### src/rtl/adder_err_monitor.sv
// Measures error statistics of an approximate adder over a window of WINDOW samples; stats settle 2 cycles after each accept.
// Samples are accepted only in RUN; the REPORT result is held until OUT_READY, and new samples stall meanwhile.
module adder_err_monitor #(
    parameter  int ADDER_SIZE = 8,
    parameter  int WINDOW     = 256,
    localparam int CNT_W      = $clog2(WINDOW + 1),
    localparam int SUM_W      = ADDER_SIZE + 1 + CNT_W
) (
    input  logic                  CLK,
    input  logic                  RST_N,
    input  logic                  START,
    input  logic                  IN_VALID,
    output logic                  IN_READY,
    input  logic [ADDER_SIZE-1:0] A,
    input  logic [ADDER_SIZE-1:0] B,
    input  logic                  CIN,
    input  logic [ADDER_SIZE-1:0] SUM,
    input  logic                  COUT,
    output logic                  OUT_VALID,
    input  logic                  OUT_READY,
    output logic [CNT_W-1:0]      ERR_CNT,
    output logic [ADDER_SIZE:0]   MAX_ED,
    output logic [SUM_W-1:0]      SUM_ED,
    output logic                  BUSY
);

    typedef enum logic [1:0] {IDLE, RUN, DRAIN, REPORT} state_t;

    localparam logic [CNT_W-1:0] LAST = CNT_W'(WINDOW - 1);

    state_t                state_q, state_d;
    logic [CNT_W-1:0]      cnt_q;
    logic                  s1_vld_q;
    logic [ADDER_SIZE:0]   exact_q;
    logic [ADDER_SIZE:0]   approx_q;
    logic [CNT_W-1:0]      err_cnt_q;
    logic [ADDER_SIZE:0]   max_ed_q;
    logic [SUM_W-1:0]      sum_ed_q;
    logic                  accept;
    logic [ADDER_SIZE:0]   ed;

    assign IN_READY  = (state_q == RUN);
    assign OUT_VALID = (state_q == REPORT);
    assign BUSY      = (state_q == RUN) || (state_q == DRAIN);
    assign ERR_CNT   = err_cnt_q;
    assign MAX_ED    = max_ed_q;
    assign SUM_ED    = sum_ed_q;

    assign accept = IN_VALID && IN_READY;
    assign ed     = (exact_q >= approx_q) ? (exact_q - approx_q) : (approx_q - exact_q);

    always_comb begin
        state_d = state_q;
        case (state_q)
            IDLE:    if (START) state_d = RUN;
            RUN:     if (accept && (cnt_q == LAST)) state_d = DRAIN;
            // The last sample is still in stage 1 on DRAIN entry; wait until it has retired.
            DRAIN:   if (!s1_vld_q) state_d = REPORT;
            REPORT:  if (OUT_READY) state_d = IDLE;
            default: state_d = IDLE;
        endcase
    end

    always_ff @(posedge CLK or negedge RST_N) begin
        if (!RST_N) begin
            state_q   <= IDLE;
            cnt_q     <= '0;
            s1_vld_q  <= 1'b0;
            exact_q   <= '0;
            approx_q  <= '0;
            err_cnt_q <= '0;
            max_ed_q  <= '0;
            sum_ed_q  <= '0;
        end else begin
            state_q  <= state_d;
            s1_vld_q <= accept;
            if (accept) begin
                exact_q  <= {1'b0, A} + {1'b0, B} + {{ADDER_SIZE{1'b0}}, CIN};
                approx_q <= {COUT, SUM};
                cnt_q    <= cnt_q + CNT_W'(1);
            end
            if ((state_q == IDLE) && START) begin
                cnt_q     <= '0;
                err_cnt_q <= '0;
                max_ed_q  <= '0;
                sum_ed_q  <= '0;
            end else if (s1_vld_q) begin
                sum_ed_q <= sum_ed_q + SUM_W'(ed);
                if (ed > max_ed_q) max_ed_q <= ed;
                if (ed != '0) err_cnt_q <= err_cnt_q + CNT_W'(1);
            end
        end
    end

endmodule

### config.mk
export PLATFORM = sky130hd
export DESIGN_NAME = adder_err_monitor
export DESIGN_NICKNAME = d
export VERILOG_FILES = /design/src/rtl/adder_err_monitor.sv
export SDC_FILE = /design/constraint.sdc
export NUM_CORES = 1
export LEC_CHECK = 0
export BUFFER_PORTS_ARGS = -buffer_cell sky130_fd_sc_hd__buf_2
export CAP_MARGIN = 20
export CORE_UTILIZATION = 41
export CTS_CLUSTER_DIAMETER = 60
export DETAILED_ROUTE_END_ITERATION = 8
export GPL_TIMING_DRIVEN = 1
export HOLD_SLACK_MARGIN = 0.1
export PLACE_DENSITY = 0.71
export SLEW_MARGIN = 20
export SYNTH_ARGS = -nofsm -noshare
export SYNTH_HDL_FRONTEND = slang
export SYNTH_SLANG_ARGS = --single-unit
### constraint.sdc
create_clock -name CLK -period 5.8 [get_ports CLK]
set_clock_uncertainty 0.1 [all_clocks]
set_input_delay 0.29 -clock CLK [delete_from_list [all_inputs] [get_ports CLK]]
set_output_delay 0.29 -clock CLK [all_outputs]
set_load 0.02 [all_outputs]
==> report_table.html, run 1 <==
<table>
<tr><th>Metric</th><th>Value</th></tr>
<tr><th colspan="2">Clock tree</th></tr>
<tr><td>Post-cts repair resize count</td><td>0</td></tr>
<tr><td>Buffer type at the clock tree root</td><td>sky130_fd_sc_hd__clkbuf_16</td></tr>
<tr><td>Number of clock sinks</td><td>between 60 and 70</td></tr>
<tr><td>TritonCTS clock tree</td><td>yes</td></tr>
<tr><td>H-Tree Depth</td><td>3</td></tr>
<tr><td>CTS max path bufs</td><td>2</td></tr>
<tr><td>Clock buffer count from CTS</td><td>9</td></tr>
<tr><td>Post-CTS clock slew at the launch and capture registers of the worst setup and hold paths</td><td>around 0.06 ns</td></tr>
<tr><td>Clock insertion delay at the later pin of the skew report</td><td>0.34 ns</td></tr>
<tr><th colspan="2">Global routing</th></tr>
<tr><td>Overall global routing resource usage</td><td>19.9%</td></tr>
<tr><td>Maximum number of pins on one net before global-route repair</td><td>67</td></tr>
<tr><td>Wire length of the first global-routing pass</td><td>just over 20000 µm</td></tr>
<tr><td>Number of antenna violations at the first check in global routing</td><td>0</td></tr>
<tr><td>Total congestion overflow after global routing</td><td>0</td></tr>
<tr><td>Number of global-route vias before repair</td><td>4373</td></tr>
<tr><th colspan="2">Floorplanning</th></tr>
<tr><td>Total I/O pin count</td><td>70</td></tr>
<tr><td>Core Footprint</td><td>11600 µm²</td></tr>
<tr><td>Number of rows in the core area</td><td>39</td></tr>
<tr><td>Overall die area</td><td>between 10000 and 15000 µm²</td></tr>
<tr><td>Effective utilization at floorplan</td><td>42.8%</td></tr>
<tr><td>Die Y</td><td>approximately 110 µm</td></tr>
<tr><td>Die extent in x</td><td>112 µm</td></tr>
<tr><th colspan="2">Synth</th></tr>
<tr><td>Number of enable flip-flop cells after synthesis</td><td>0</td></tr>
<tr><td>Post-synthesis cell count</td><td>546</td></tr>
<tr><td>Most frequently used flop master after synthesis</td><td>sky130_fd_sc_hd__dfrtp_1</td></tr>
<tr><td>Yosys reg bits</td><td>66</td></tr>
<tr><td>Top cells by area in the synthesized netlist</td><td>sky130_fd_sc_hd__dfrtp_1 33%, sky130_fd_sc_hd__ha_1 13%, sky130_fd_sc_hd__inv_1 3.9%, sky130_fd_sc_hd__nor2_1 3.6%, sky130_fd_sc_hd__nand2_1 3.4%</td></tr>
<tr><td>Combined area of all synthesized cells</td><td>4970 µm²</td></tr>
<tr><td>Count of different cell masters after synthesis</td><td>66</td></tr>
<tr><td>Post-Syn Area per Cell</td><td>9.10 µm²</td></tr>
<tr><td>Area share of the largest cell type after synthesis</td><td>between 30% and 40%</td></tr>
<tr><td>Sequential cell area fraction in the yosys report</td><td>33.2%</td></tr>
<tr><td>Nets in the synthesized netlist</td><td>between 600 and 700</td></tr>
<tr><td>Number of synthesis warnings</td><td>0</td></tr>
<tr><td>Async SR Flop Fraction</td><td>between 90% and 100%</td></tr>
<tr><td>Biggest area consumer among synthesized cells</td><td>sky130_fd_sc_hd__dfrtp_1</td></tr>
<tr><th colspan="2">Critical path</th></tr>
<tr><td>Slowest cell on the critical path</td><td>sky130_fd_sc_hd__a2111oi_4</td></tr>
<tr><td>Crit start category</td><td>flop</td></tr>
<tr><td>Maximum fanout count along the critical path</td><td>14</td></tr>
<tr><td>Endpoint of the worst-slack reg-to-reg timing path</td><td>MAX_ED[0]$_DFFE_PN0P_</td></tr>
<tr><td>Maximum single-stage delay on the critical path</td><td>0.71 ns</td></tr>
<tr><td>Reg2Reg Depth</td><td>16</td></tr>
<tr><td>Critical setup path kind</td><td>flop to flop</td></tr>
<tr><td>Source of the critical timing path</td><td>exact_q[2]$_DFFE_PN0P_</td></tr>
<tr><td>Endpoint type of the worst setup path</td><td>flop</td></tr>
<tr><td>Worst EP arrival</td><td>4.99 ns</td></tr>
<tr><td>Buffers plus inverters on the worst setup path</td><td>2</td></tr>
<tr><td>Logic depth of the worst path, buffers included</td><td>16</td></tr>
<tr><td>Critical Path, Cell by Cell</td><td>inv_1 &gt; ha_1 &gt; a21oi_2 &gt; nand3_1 &gt; a2111oi_4 &gt; mux2_2 &gt; ha_1 &gt; nor2b_1 &gt; o21a_1 &gt; o21a_1 &gt; o21a_1 &gt; o21a_1 &gt; o31ai_2 &gt; buf_4 &gt; mux2i_1 &gt; nor2_1</td></tr>
<tr><td>Critical R2R Launch</td><td>exact_q[2]$_DFFE_PN0P_</td></tr>
<tr><td>Worst path top cell family by delay</td><td>compound AO/OA/AOI/OAI gates</td></tr>
<tr><td>Most frequent cell on the critical path</td><td>sky130_fd_sc_hd__o21a_1</td></tr>
<tr><td>Crit path required time</td><td>around 5.9 ns</td></tr>
<tr><td>Worst Setup EP</td><td>MAX_ED[0]$_DFFE_PN0P_</td></tr>
<tr><td>FF-to-FF setup slack</td><td>0.91 ns</td></tr>
<tr><th colspan="2">Routing</th></tr>
<tr><td>Drc violations</td><td>8</td></tr>
<tr><td>Violation count after the first detailed-routing iteration</td><td>378</td></tr>
<tr><td>Vias per cell</td><td>5.51</td></tr>
<tr><td>Number of nets with antenna violations after detailed routing</td><td>0</td></tr>
<tr><td>DR WL/cell</td><td>15.2 µm</td></tr>
<tr><td>1st-pass router iterations</td><td>9</td></tr>
<tr><td>Total wire length</td><td>11700 µm</td></tr>
<tr><td>Vias after detailed routing</td><td>4230</td></tr>
<tr><th colspan="2">Status</th></tr>
<tr><td>Run status</td><td>finished with violations</td></tr>
<tr><td>Violations in the final reports</td><td>DRC</td></tr>
<tr><th colspan="2">Timing</th></tr>
<tr><td>Final Hold Violating Endpoints</td><td>0</td></tr>
<tr><td>Total negative setup slack</td><td>0 ns</td></tr>
<tr><td>Unrepaired setup endpoints after global routing</td><td>false</td></tr>
<tr><td>Slew of the pin with the lowest slew margin</td><td>0.868 ns</td></tr>
<tr><td>Max Fclk</td><td>between 0.2 and 0.25 GHz</td></tr>
<tr><td>Fraction of the cycle the final worst path needs</td><td>84.3%</td></tr>
<tr><td>Slew headroom</td><td>42.1%</td></tr>
<tr><td>Slew Limit Fails</td><td>0</td></tr>
<tr><td>Minimum hold slack</td><td>0.264 ns</td></tr>
<tr><td>Post-layout min period</td><td>4.89 ns</td></tr>
<tr><td># setup viols final</td><td>0</td></tr>
<tr><th colspan="2">Place</th></tr>
<tr><td>Total of buffers placed on input and output ports</td><td>69</td></tr>
<tr><td>Placement-stage cell area</td><td>5400 µm²</td></tr>
<tr><td>Routability cong.</td><td>~0.9</td></tr>
<tr><td>Half-perimeter wire length after detailed placement</td><td>8370 µm</td></tr>
<tr><th colspan="2">Worst hold path</th></tr>
<tr><td>Worst Hold Class</td><td>primary input to flop</td></tr>
<tr><th colspan="2">Layout</th></tr>
<tr><td>Post-route cell area</td><td>about 5800 µm²</td></tr>
<tr><td>Highest-count cells in the layout ignoring fill and taps</td><td>69 x sky130_fd_sc_hd__buf_2, 66 x sky130_fd_sc_hd__dfrtp_1, 52 x sky130_fd_sc_hd__inv_1</td></tr>
<tr><td>Layout cell share with drive strength beyond 1</td><td>18.6%</td></tr>
<tr><td>Number of filler instances in the final layout</td><td>1055</td></tr>
<tr><td>Commonest non-fill, non-tap cell in the layout</td><td>sky130_fd_sc_hd__buf_2</td></tr>
<tr><td>Area growth syn-to-layout</td><td>17.5%</td></tr>
<tr><td>Final net count</td><td>between 700 and 800</td></tr>
<tr><td>Count of inserted antenna diode cells</td><td>0</td></tr>
<tr><th colspan="2">Job</th></tr>
<tr><td>Max Cap Viol</td><td>0</td></tr>
</table>
-- worst min path at each step --
stage          slack [ns]                endpoint                   start  cells after the start
6_report             0.26  exact_q[8]$_DFFE_PN0P_                    B[7]                      4
4_1_cts              0.26  exact_q[8]$_DFFE_PN0P_                    B[7]                      4
3_3_place_gp         0.38  exact_q[8]$_DFFE_PN0P_  exact_q[8]$_DFFE_PN0P_                      2
3_5_place_dp         0.39  exact_q[8]$_DFFE_PN0P_  exact_q[8]$_DFFE_PN0P_                      2
2_1_floorplan       -0.11  ERR_CNT[0]$_DFFE_PN0P_                   RST_N                      0
5_1_grt              0.29  exact_q[8]$_DFFE_PN0P_                    B[7]                      4
-- synthesized netlist by cell type, drive strengths merged, types with 3 or more instances --
| cell | n |
|---|---|
| a31oi | 3 |
| o31ai | 3 |
| dfrtp | 66 |
| a21oi | 31 |
| nand2 | 45 |
| and3 | 17 |
| nand3 | 13 |
| a211oi | 13 |
| nor3 | 4 |
| ha | 50 |
| nand3b | 3 |
| nor2 | 50 |
| mux2i | 16 |
| nor2b | 6 |
| nand4 | 8 |
| o41ai | 8 |
| xnor2 | 17 |
| a2111oi | 3 |
| and2 | 5 |
| a41oi | 10 |
| xor2 | 11 |
| nor3b | 3 |
| clkbuf | 9 |
| fa | 5 |
| o21ai | 36 |
| a21o | 7 |
| o21bai | 3 |
| inv | 53 |
| buf | 12 |
| o21a | 5 |
| or3 | 8 |
-- state kept, by name, indices dropped and copies added (netlist names) --
name	count
s1_vld_q	1
state_q	2
cnt_q	9
exact_q	9
approx_q	9
MAX_ED	9
SUM_ED	18
ERR_CNT	9
-- worst register-to-register path: cells and delay by family (launching register included) --
family          cells  cell delay [ns]
compound gates      7             2.21
fa+ha+maj           2             0.77
mux                 2             0.67
flops               1             0.34
buf+inv             2             0.33
simple gates        3             0.33
-- metal layers --
layer / track usage (%) / wire (µm) / up-vias
li1: - / - / 2082
met1: 24.4 / 5250 / 2022
met2: 34.8 / 5780 / 102
met3: 3.62 / 419 / 24
met4: 7.29 / 201 / 0
met5: 0 / 0 / -
-- cells by family after synthesis --
kind of cell	Yosys count	synth area share, %
AOI/OAI and AO/OA	134	19.8
xor gates and xnor gates	28	5.24
adders and majority gates	55	14.6
buffers and inverters	75	6.50
DFF	66	33.2
muxes	18	3.75
and+or+nand+nor	170	16.8
-- layout make-up --
| type | count | area, µm² | share of cell area, % |
|---|---|---|---|
| clock buffer | 11 | 243 | 4.16 |
| clock inverter | 5 | 85.1 | 1.46 |
| inverter | 54 | 203 | 3.47 |
| multi-input combinational | 405 | 3000 | 51.3 |
| sequential | 66 | 1650 | 28.3 |
| tap | 143 | 179 | 3.06 |
| timing repair buffer | 84 | 483 | 8.27 |
-- per-stage QoR --
stage          utilization (%)  cells  setup slack, ns
2_1_floorplan                -    546             1.56
6_report                  50.3    768            0.909
3_5_place_dp              46.5    741            0.889
5_1_grt                   50.3    768            0.551
3_3_place_gp              46.5    741             1.03
4_1_cts                   50.2    767            0.811
-- timing repair --
item	CTS	global route
hold buffers	10	0
hold endpoints to repair	75	0
setup buffers	0	0
setup endpoints to repair	0	0
Power of run 1 is not shown: default switching activity piles up to over one toggle a cycle in this logic, so the estimate is an artifact.
==> inputs of run 2 (changes only) <==
==> constraint.sdc (replaced) <==
create_clock -name CLK -period 4.98 [get_ports CLK]
set_clock_uncertainty 0.1 [all_clocks]
set_input_delay 0.249 -clock CLK [delete_from_list [all_inputs] [get_ports CLK]]
set_output_delay 0.249 -clock CLK [all_outputs]
set_load 0.02 [all_outputs]
==> report_table.html, run 2 (synthesis gave the netlist of run 1 again) <==
<table>
<tr><th>Metric</th><th>Value</th></tr>
<tr><th colspan="2">Place</th></tr>
<tr><td>Total of buffers placed on input and output ports</td><td>69 (unchanged)</td></tr>
<tr><td>Half-perimeter wire length after detailed placement</td><td>8380 µm (was 8370 µm)</td></tr>
<tr><td>Routability cong.</td><td>0.873 (was 0.882)</td></tr>
<tr><th colspan="2">Timing</th></tr>
<tr><td>Total negative setup slack</td><td>0 ns (unchanged)</td></tr>
<tr><td>Slew headroom</td><td>43.0% (was 42.1%)</td></tr>
<tr><td>Final Hold Violating Endpoints</td><td>0 (unchanged)</td></tr>
<tr><td>Max Fclk</td><td>0.219 GHz (was 0.204 GHz)</td></tr>
<tr><td># setup viols final</td><td>0 (unchanged)</td></tr>
<tr><td>Fraction of the cycle the final worst path needs</td><td>91.8% (was 84.3%)</td></tr>
<tr><td>Post-layout min period</td><td>4.57 ns (was 4.89 ns)</td></tr>
<tr><td>Slew of the pin with the lowest slew margin</td><td>0.854 ns (was 0.868 ns)</td></tr>
<tr><td>Slew Limit Fails</td><td>0 (unchanged)</td></tr>
<tr><td>Unrepaired setup endpoints after global routing</td><td>false (unchanged)</td></tr>
<tr><th colspan="2">Global routing</th></tr>
<tr><td>Number of antenna violations at the first check in global routing</td><td>0 (unchanged)</td></tr>
<tr><td>Number of global-route vias before repair</td><td>4179 (was 4373)</td></tr>
<tr><td>Overall global routing resource usage</td><td>18.9% (was 19.9%)</td></tr>
<tr><td>Maximum number of pins on one net before global-route repair</td><td>67 (unchanged)</td></tr>
<tr><td>Total congestion overflow after global routing</td><td>0 (unchanged)</td></tr>
<tr><td>Wire length of the first global-routing pass</td><td>19200 µm (was 20300 µm)</td></tr>
<tr><th colspan="2">Routing</th></tr>
<tr><td>Total routed wire length on the met1 layer</td><td>5020 µm (was 5250 µm)</td></tr>
<tr><td>Number of nets with antenna violations after detailed routing</td><td>0 (unchanged)</td></tr>
<tr><td>Met2 WL post-DR</td><td>5750 µm (was 5780 µm)</td></tr>
<tr><td>Vias after detailed routing</td><td>4235 (was 4230)</td></tr>
<tr><td>Met3 wire length</td><td>486 µm (was 419 µm)</td></tr>
<tr><td>Total wire length</td><td>11400 µm (was 11700 µm)</td></tr>
<tr><td>Drc violations</td><td>8 (unchanged)</td></tr>
<tr><td>Highest Signal Layer</td><td>met4 (unchanged)</td></tr>
<tr><td>Vias per cell</td><td>5.50 (was 5.51)</td></tr>
<tr><td>1st-pass router iterations</td><td>6 (was 9)</td></tr>
<tr><td>Violation count after the first detailed-routing iteration</td><td>327 (was 378)</td></tr>
<tr><td>DR WL/cell</td><td>14.8 µm (was 15.2 µm)</td></tr>
<tr><th colspan="2">Floorplanning</th></tr>
<tr><td>Total I/O pin count</td><td>70 (unchanged)</td></tr>
<tr><td>Number of rows in the core area</td><td>39 (unchanged)</td></tr>
<tr><td>Overall die area</td><td>12600 µm² (unchanged)</td></tr>
<tr><td>Effective utilization at floorplan</td><td>42.8% (unchanged)</td></tr>
<tr><td>Die extent in x</td><td>112 µm (unchanged)</td></tr>
<tr><td>Core Footprint</td><td>11600 µm² (unchanged)</td></tr>
<tr><td>Die Y</td><td>112 µm (unchanged)</td></tr>
<tr><th colspan="2">Layout</th></tr>
<tr><td>Area growth syn-to-layout</td><td>17.6% (was 17.5%)</td></tr>
<tr><td>Layout cell share with drive strength beyond 1</td><td>18.8% (was 18.6%)</td></tr>
<tr><td>Final net count</td><td>708 (was 706)</td></tr>
<tr><td>Highest-count cells in the layout ignoring fill and taps</td><td>69 x sky130_fd_sc_hd__buf_2, 66 x sky130_fd_sc_hd__dfrtp_1, 52 x sky130_fd_sc_hd__inv_1 (unchanged)</td></tr>
<tr><td>Count of inserted antenna diode cells</td><td>0 (unchanged)</td></tr>
<tr><td>Flip-flop count of the largest register after layout</td><td>18 (unchanged)</td></tr>
<tr><td>Commonest non-fill, non-tap cell in the layout</td><td>sky130_fd_sc_hd__buf_2 (unchanged)</td></tr>
<tr><td>Number of filler instances in the final layout</td><td>1075 (was 1055)</td></tr>
<tr><th colspan="2">Status</th></tr>
<tr><td>Run status</td><td>finished with violations (unchanged)</td></tr>
<tr><td>Violations in the final reports</td><td>DRC (unchanged)</td></tr>
<tr><th colspan="2">Critical path</th></tr>
<tr><td>Worst path top cell family by delay</td><td>compound AO/OA/AOI/OAI gates (unchanged)</td></tr>
<tr><td>Endpoint type of the worst setup path</td><td>flop (unchanged)</td></tr>
<tr><td>Crit start category</td><td>flop (unchanged)</td></tr>
<tr><td>Critical Path, Cell by Cell</td><td>inv_1 &gt; ha_1 &gt; a21oi_2 &gt; nand3_1 &gt; a2111oi_4 &gt; mux2_2 &gt; ha_1 &gt; nor2b_1 &gt; o21a_1 &gt; o21a_1 &gt; o21a_1 &gt; o21a_1 &gt; o31ai_2 &gt; buf_4 &gt; mux2i_1 &gt; nor2_1 (unchanged)</td></tr>
<tr><td>Maximum fanout count along the critical path</td><td>14 (unchanged)</td></tr>
<tr><td>Critical setup path kind</td><td>flop to flop (unchanged)</td></tr>
<tr><td>Worst EP arrival</td><td>4.65 ns (was 4.99 ns)</td></tr>
<tr><td>FF-to-FF setup slack</td><td>0.41 ns (was 0.91 ns)</td></tr>
<tr><td>Maximum single-stage delay on the critical path</td><td>0.63 ns (was 0.71 ns)</td></tr>
<tr><td>Most frequent cell on the critical path</td><td>sky130_fd_sc_hd__o21a_1 (unchanged)</td></tr>
<tr><td>Slowest cell on the critical path</td><td>sky130_fd_sc_hd__a2111oi_4 (unchanged)</td></tr>
<tr><td>Crit path required time</td><td>5.06 ns (was 5.90 ns)</td></tr>
<tr><td>Buffers plus inverters on the worst setup path</td><td>2 (unchanged)</td></tr>
<tr><th colspan="2">Clock tree</th></tr>
<tr><td>H-Tree Depth</td><td>3 (unchanged)</td></tr>
<tr><td>Number of buffers inserted for hold repair after clock tree synthesis</td><td>10 (unchanged)</td></tr>
<tr><td>Post-cts repair resize count</td><td>0 (unchanged)</td></tr>
<tr><td>TritonCTS clock tree</td><td>yes (unchanged)</td></tr>
<tr><td>Post-CTS clock slew at the launch and capture registers of the worst setup and hold paths</td><td>0.06 ns (about the same)</td></tr>
<tr><td>Clock buffer count from CTS</td><td>9 (unchanged)</td></tr>
<tr><td>Clock insertion delay at the later pin of the skew report</td><td>0.33 ns (was 0.34 ns)</td></tr>
<tr><td>CTS max path bufs</td><td>2 (unchanged)</td></tr>
<tr><td>Post-CTS setup-driven buffer insertion count</td><td>0 (unchanged)</td></tr>
<tr><td>Buffer type at the clock tree root</td><td>sky130_fd_sc_hd__clkbuf_16 (unchanged)</td></tr>
<tr><td>Number of clock sinks</td><td>66 (unchanged)</td></tr>
<tr><th colspan="2">Job</th></tr>
<tr><td>Max Cap Viol</td><td>0 (unchanged)</td></tr>
<tr><th colspan="2">Worst hold path</th></tr>
<tr><td>Worst Hold Class</td><td>primary input to flop (unchanged)</td></tr>
</table>
run 2: final cells by class:
cell class              instances  area [µm²]  share of cell area (%)
repair buffers                 86         498                    8.52
inverters                      54         203                    3.47
well taps                     143         179                    3.06
clock inverters                 6        88.8                    1.52
flip-flops and latches         66        1650                    28.3
multi-input cells             405        3000                    51.3
clock buffers                  10         229                    3.92
run 2: worst paths after layout:
path                                             start                 endpoint  cells past startpoint
worst max-delay path            exact_q[2]$_DFFE_PN0P_    MAX_ED[2]$_DFFE_PN0P_                     16
worst min-delay path                              B[7]   exact_q[8]$_DFFE_PN0P_                      4
worst max register to register  exact_q[2]$_DFFE_PN0P_    MAX_ED[2]$_DFFE_PN0P_                     16
worst min register to register  exact_q[8]$_DFFE_PN0P_   exact_q[8]$_DFFE_PN0P_                      2
max in group asynchronous                        RST_N  approx_q[1]$_DFFE_PN0P_                      3
min in group asynchronous                        RST_N   ERR_CNT[7]$_DFFE_PN0P_                      3
run 2: per-layer routing:
metal / track usage [%] / up-vias
met3: 3.83 / 12
li1: - / 2079
met4: 5.69 / 0
met1: 23.0 / 2025
met5: 0 / -
met2: 33.6 / 119
run 2: per-stage QoR:
stage                     worst slack (ns)  hold WS (ns)  area [µm²]  instances  util [%]
after floorplan                      0.745        -0.147        4970        546         -
after global placement               0.578         0.361        5430        744      46.7
after detailed placement             0.454         0.364        5430        744      46.7
after CTS                            0.420         0.219        5840        770      50.3
after global routing                0.0107         0.263        5840        770      50.3
final                                0.408         0.225        5840        770      50.3
run 2: tightest hold or removal path: stages:
cell and delay [ns]:
sky130_fd_sc_hd__buf_2 0.08, sky130_fd_sc_hd__ha_1 0.13, sky130_fd_sc_hd__a21oi_1 0.04, sky130_fd_sc_hd__o21ai_0 0.12
Power of run 2 is left out for the same reason.
==> inputs of run 3 (changes only) <==
==> constraint.sdc (replaced) <==
create_clock -name CLK -period 4.9 [get_ports CLK]
set_clock_uncertainty 0.1 [all_clocks]
set_input_delay 0.245 -clock CLK [delete_from_list [all_inputs] [get_ports CLK]]
set_output_delay 0.245 -clock CLK [all_outputs]
set_load 0.02 [all_outputs]
==> report_table.html, run 3 (synthesis gave the netlist of run 1 again) <==
<table>
<tr><th>Metric</th><th>Value</th></tr>
<tr><th colspan="2">Critical path</th></tr>
<tr><td>Crit path required time</td><td>4.99 ns (was 5.06 ns)</td></tr>
<tr><td>Crit start category</td><td>flop (unchanged)</td></tr>
<tr><td>FF-to-FF setup slack</td><td>0.32 ns (was 0.41 ns)</td></tr>
<tr><td>Worst EP arrival</td><td>4.67 ns (was 4.65 ns)</td></tr>
<tr><td>Endpoint type of the worst setup path</td><td>flop (unchanged)</td></tr>
<tr><td>Reg2Reg Depth</td><td>17 (was 16)</td></tr>
<tr><td>Critical setup path kind</td><td>flop to flop (unchanged)</td></tr>
<tr><td>Maximum fanout count along the critical path</td><td>14 (unchanged)</td></tr>
<tr><th colspan="2">Routing</th></tr>
<tr><td>Total wire length</td><td>11400 µm (about the same)</td></tr>
<tr><td>Drc violations</td><td>8 (unchanged)</td></tr>
<tr><td>Violation count after the first detailed-routing iteration</td><td>354 (was 327)</td></tr>
<tr><td>Number of nets with antenna violations after detailed routing</td><td>0 (unchanged)</td></tr>
<tr><td>DR WL/cell</td><td>14.8 µm (about the same)</td></tr>
<tr><td>Vias after detailed routing</td><td>4220 (was 4235)</td></tr>
<tr><td>Vias per cell</td><td>5.48 (was 5.50)</td></tr>
<tr><td>1st-pass router iterations</td><td>6 (unchanged)</td></tr>
<tr><th colspan="2">Timing</th></tr>
<tr><td>Fraction of the cycle the final worst path needs</td><td>93.5% (was 91.8%)</td></tr>
<tr><td>Slew of the pin with the lowest slew margin</td><td>0.851 ns (was 0.854 ns)</td></tr>
<tr><td>Max Fclk</td><td>0.218 GHz (was 0.219 GHz)</td></tr>
<tr><td>Total negative setup slack</td><td>0 ns (unchanged)</td></tr>
<tr><td>Slew headroom</td><td>43.2% (was 43.0%)</td></tr>
<tr><td># setup viols final</td><td>0 (unchanged)</td></tr>
<tr><td>Post-layout min period</td><td>4.58 ns (was 4.57 ns)</td></tr>
<tr><td>Final Hold Violating Endpoints</td><td>0 (unchanged)</td></tr>
<tr><td>Unrepaired setup endpoints after global routing</td><td>false (unchanged)</td></tr>
<tr><td>Slew Limit Fails</td><td>0 (unchanged)</td></tr>
<tr><th colspan="2">Layout</th></tr>
<tr><td>Layout cell share with drive strength beyond 1</td><td>18.8% (unchanged)</td></tr>
<tr><td>Final net count</td><td>708 (unchanged)</td></tr>
<tr><td>Area growth syn-to-layout</td><td>17.6% (about the same)</td></tr>
<tr><td>Highest-count cells in the layout ignoring fill and taps</td><td>69 x sky130_fd_sc_hd__buf_2, 66 x sky130_fd_sc_hd__dfrtp_1, 52 x sky130_fd_sc_hd__inv_1 (unchanged)</td></tr>
<tr><td>Flip-flop count of the largest register after layout</td><td>18 (unchanged)</td></tr>
<tr><td>Count of inserted antenna diode cells</td><td>0 (unchanged)</td></tr>
<tr><td>Commonest non-fill, non-tap cell in the layout</td><td>sky130_fd_sc_hd__buf_2 (unchanged)</td></tr>
<tr><th colspan="2">Clock tree</th></tr>
<tr><td>CTS max path bufs</td><td>2 (unchanged)</td></tr>
<tr><td>Number of clock sinks</td><td>66 (unchanged)</td></tr>
<tr><td>Post-cts repair resize count</td><td>0 (unchanged)</td></tr>
<tr><td>Clock insertion delay at the later pin of the skew report</td><td>0.34 ns (was 0.33 ns)</td></tr>
<tr><td>Post-CTS clock slew at the launch and capture registers of the worst setup and hold paths</td><td>0.05 ns (was 0.06 ns)</td></tr>
<tr><td>Post-CTS setup-driven buffer insertion count</td><td>0 (unchanged)</td></tr>
<tr><td>H-Tree Depth</td><td>3 (unchanged)</td></tr>
<tr><td>Number of buffers inserted for hold repair after clock tree synthesis</td><td>10 (unchanged)</td></tr>
<tr><td>TritonCTS clock tree</td><td>yes (unchanged)</td></tr>
<tr><td>Buffer type at the clock tree root</td><td>sky130_fd_sc_hd__clkbuf_16 (unchanged)</td></tr>
<tr><td>Clock buffer count from CTS</td><td>9 (unchanged)</td></tr>
<tr><th colspan="2">Global routing</th></tr>
<tr><td>Number of global-route vias before repair</td><td>4137 (was 4179)</td></tr>
<tr><td>Number of antenna violations at the first check in global routing</td><td>0 (unchanged)</td></tr>
<tr><td>Wire length of the first global-routing pass</td><td>19100 µm (was 19200 µm)</td></tr>
<tr><td>Total congestion overflow after global routing</td><td>0 (unchanged)</td></tr>
<tr><td>Maximum number of pins on one net before global-route repair</td><td>67 (unchanged)</td></tr>
<tr><td>Overall global routing resource usage</td><td>18.7% (was 18.9%)</td></tr>
<tr><th colspan="2">Place</th></tr>
<tr><td>Half-perimeter wire length after detailed placement</td><td>8240 µm (was 8380 µm)</td></tr>
<tr><td>Routability cong.</td><td>0.873 (about the same)</td></tr>
<tr><td>Total of buffers placed on input and output ports</td><td>69 (unchanged)</td></tr>
<tr><th colspan="2">Floorplanning</th></tr>
<tr><td>Die Y</td><td>112 µm (unchanged)</td></tr>
<tr><td>Total I/O pin count</td><td>70 (unchanged)</td></tr>
<tr><td>Die extent in x</td><td>112 µm (unchanged)</td></tr>
<tr><td>Overall die area</td><td>12600 µm² (unchanged)</td></tr>
<tr><td>Effective utilization at floorplan</td><td>42.8% (unchanged)</td></tr>
<tr><td>Core Footprint</td><td>11600 µm² (unchanged)</td></tr>
<tr><td>Number of rows in the core area</td><td>39 (unchanged)</td></tr>
<tr><th colspan="2">Worst hold path</th></tr>
<tr><td>Number of cells traversed by the worst hold path</td><td>4 (unchanged)</td></tr>
<tr><td>Worst Hold Class</td><td>primary input to flop (unchanged)</td></tr>
<tr><th colspan="2">Status</th></tr>
<tr><td>Violations in the final reports</td><td>DRC (unchanged)</td></tr>
<tr><td>Run status</td><td>finished with violations (unchanged)</td></tr>
<tr><th colspan="2">Job</th></tr>
<tr><td>Max Cap Viol</td><td>0 (unchanged)</td></tr>
</table>
-- run 3: area by class of cell --
| cell class | instances | area (µm²) |
|---|---|---|
| clock buffers | 10 | 229 |
| fillers | 1058 | 5770 |
| clock inverters | 6 | 90.1 |
| inverters | 54 | 203 |
| flip-flops and latches | 66 | 1650 |
| well taps | 143 | 179 |
| multi-input cells | 405 | 3000 |
| repair buffers | 86 | 498 |
-- run 3: worst paths after layout --
kind / to / start
worst min register to register: exact_q[8]$_DFFE_PN0P_ / exact_q[8]$_DFFE_PN0P_
worst min-delay path: exact_q[8]$_DFFE_PN0P_ / B[7]
worst max register to register: MAX_ED[7]$_DFFE_PN0P_ / exact_q[2]$_DFFE_PN0P_
worst max-delay path: MAX_ED[7]$_DFFE_PN0P_ / exact_q[2]$_DFFE_PN0P_
max in group asynchronous: approx_q[1]$_DFFE_PN0P_ / RST_N
min in group asynchronous: ERR_CNT[7]$_DFFE_PN0P_ / RST_N
-- run 3: metal layers --
metal / global-route usage, % / routed length [µm] / share of wire [%] / vias up
met5: 0 / 0 / 0 / -
met4: 6.76 / 218 / 1.9 / 0
li1: - / - / - / 2072
met2: 33.3 / 5580 / 49 / 98
met1: 22.8 / 5190 / 46 / 2028
met3: 3.19 / 402 / 3.5 / 22
-- run 3: worst max-delay path, cell delays in order (launching register included) --
cell and delay (ns):
sky130_fd_sc_hd__dfrtp_1 0.34, sky130_fd_sc_hd__inv_1 0.06, sky130_fd_sc_hd__ha_1 0.46, sky130_fd_sc_hd__a21oi_2 0.23, sky130_fd_sc_hd__nand3_1 0.14, sky130_fd_sc_hd__a2111oi_4 0.64, sky130_fd_sc_hd__buf_4 0.27, sky130_fd_sc_hd__mux2i_1 0.32
sky130_fd_sc_hd__xor2_2 0.10, sky130_fd_sc_hd__buf_4 0.17, sky130_fd_sc_hd__ha_1 0.32, sky130_fd_sc_hd__a211o_1 0.35, sky130_fd_sc_hd__o221ai_1 0.18, sky130_fd_sc_hd__a41oi_1 0.08, sky130_fd_sc_hd__o31ai_2 0.13, sky130_fd_sc_hd__buf_4 0.27
sky130_fd_sc_hd__mux2i_1 0.23, sky130_fd_sc_hd__nor2_1 0.07
-- run 3: per-stage QoR --
step	hold slack (ns)	setup slack (ns)	utilization, %	cell area [µm²]	cells
2_1_floorplan	-0.151	0.665	-	4970	546
3_3_place_gp	0.357	0.498	46.7	5430	744
3_5_place_dp	0.360	0.342	46.7	5430	744
4_1_cts	0.226	0.334	50.3	5850	770
5_1_grt	0.267	0.00947	50.3	5850	770
6_report	0.229	0.316	50.3	5850	770
Power of run 3 is left out for the same reason.
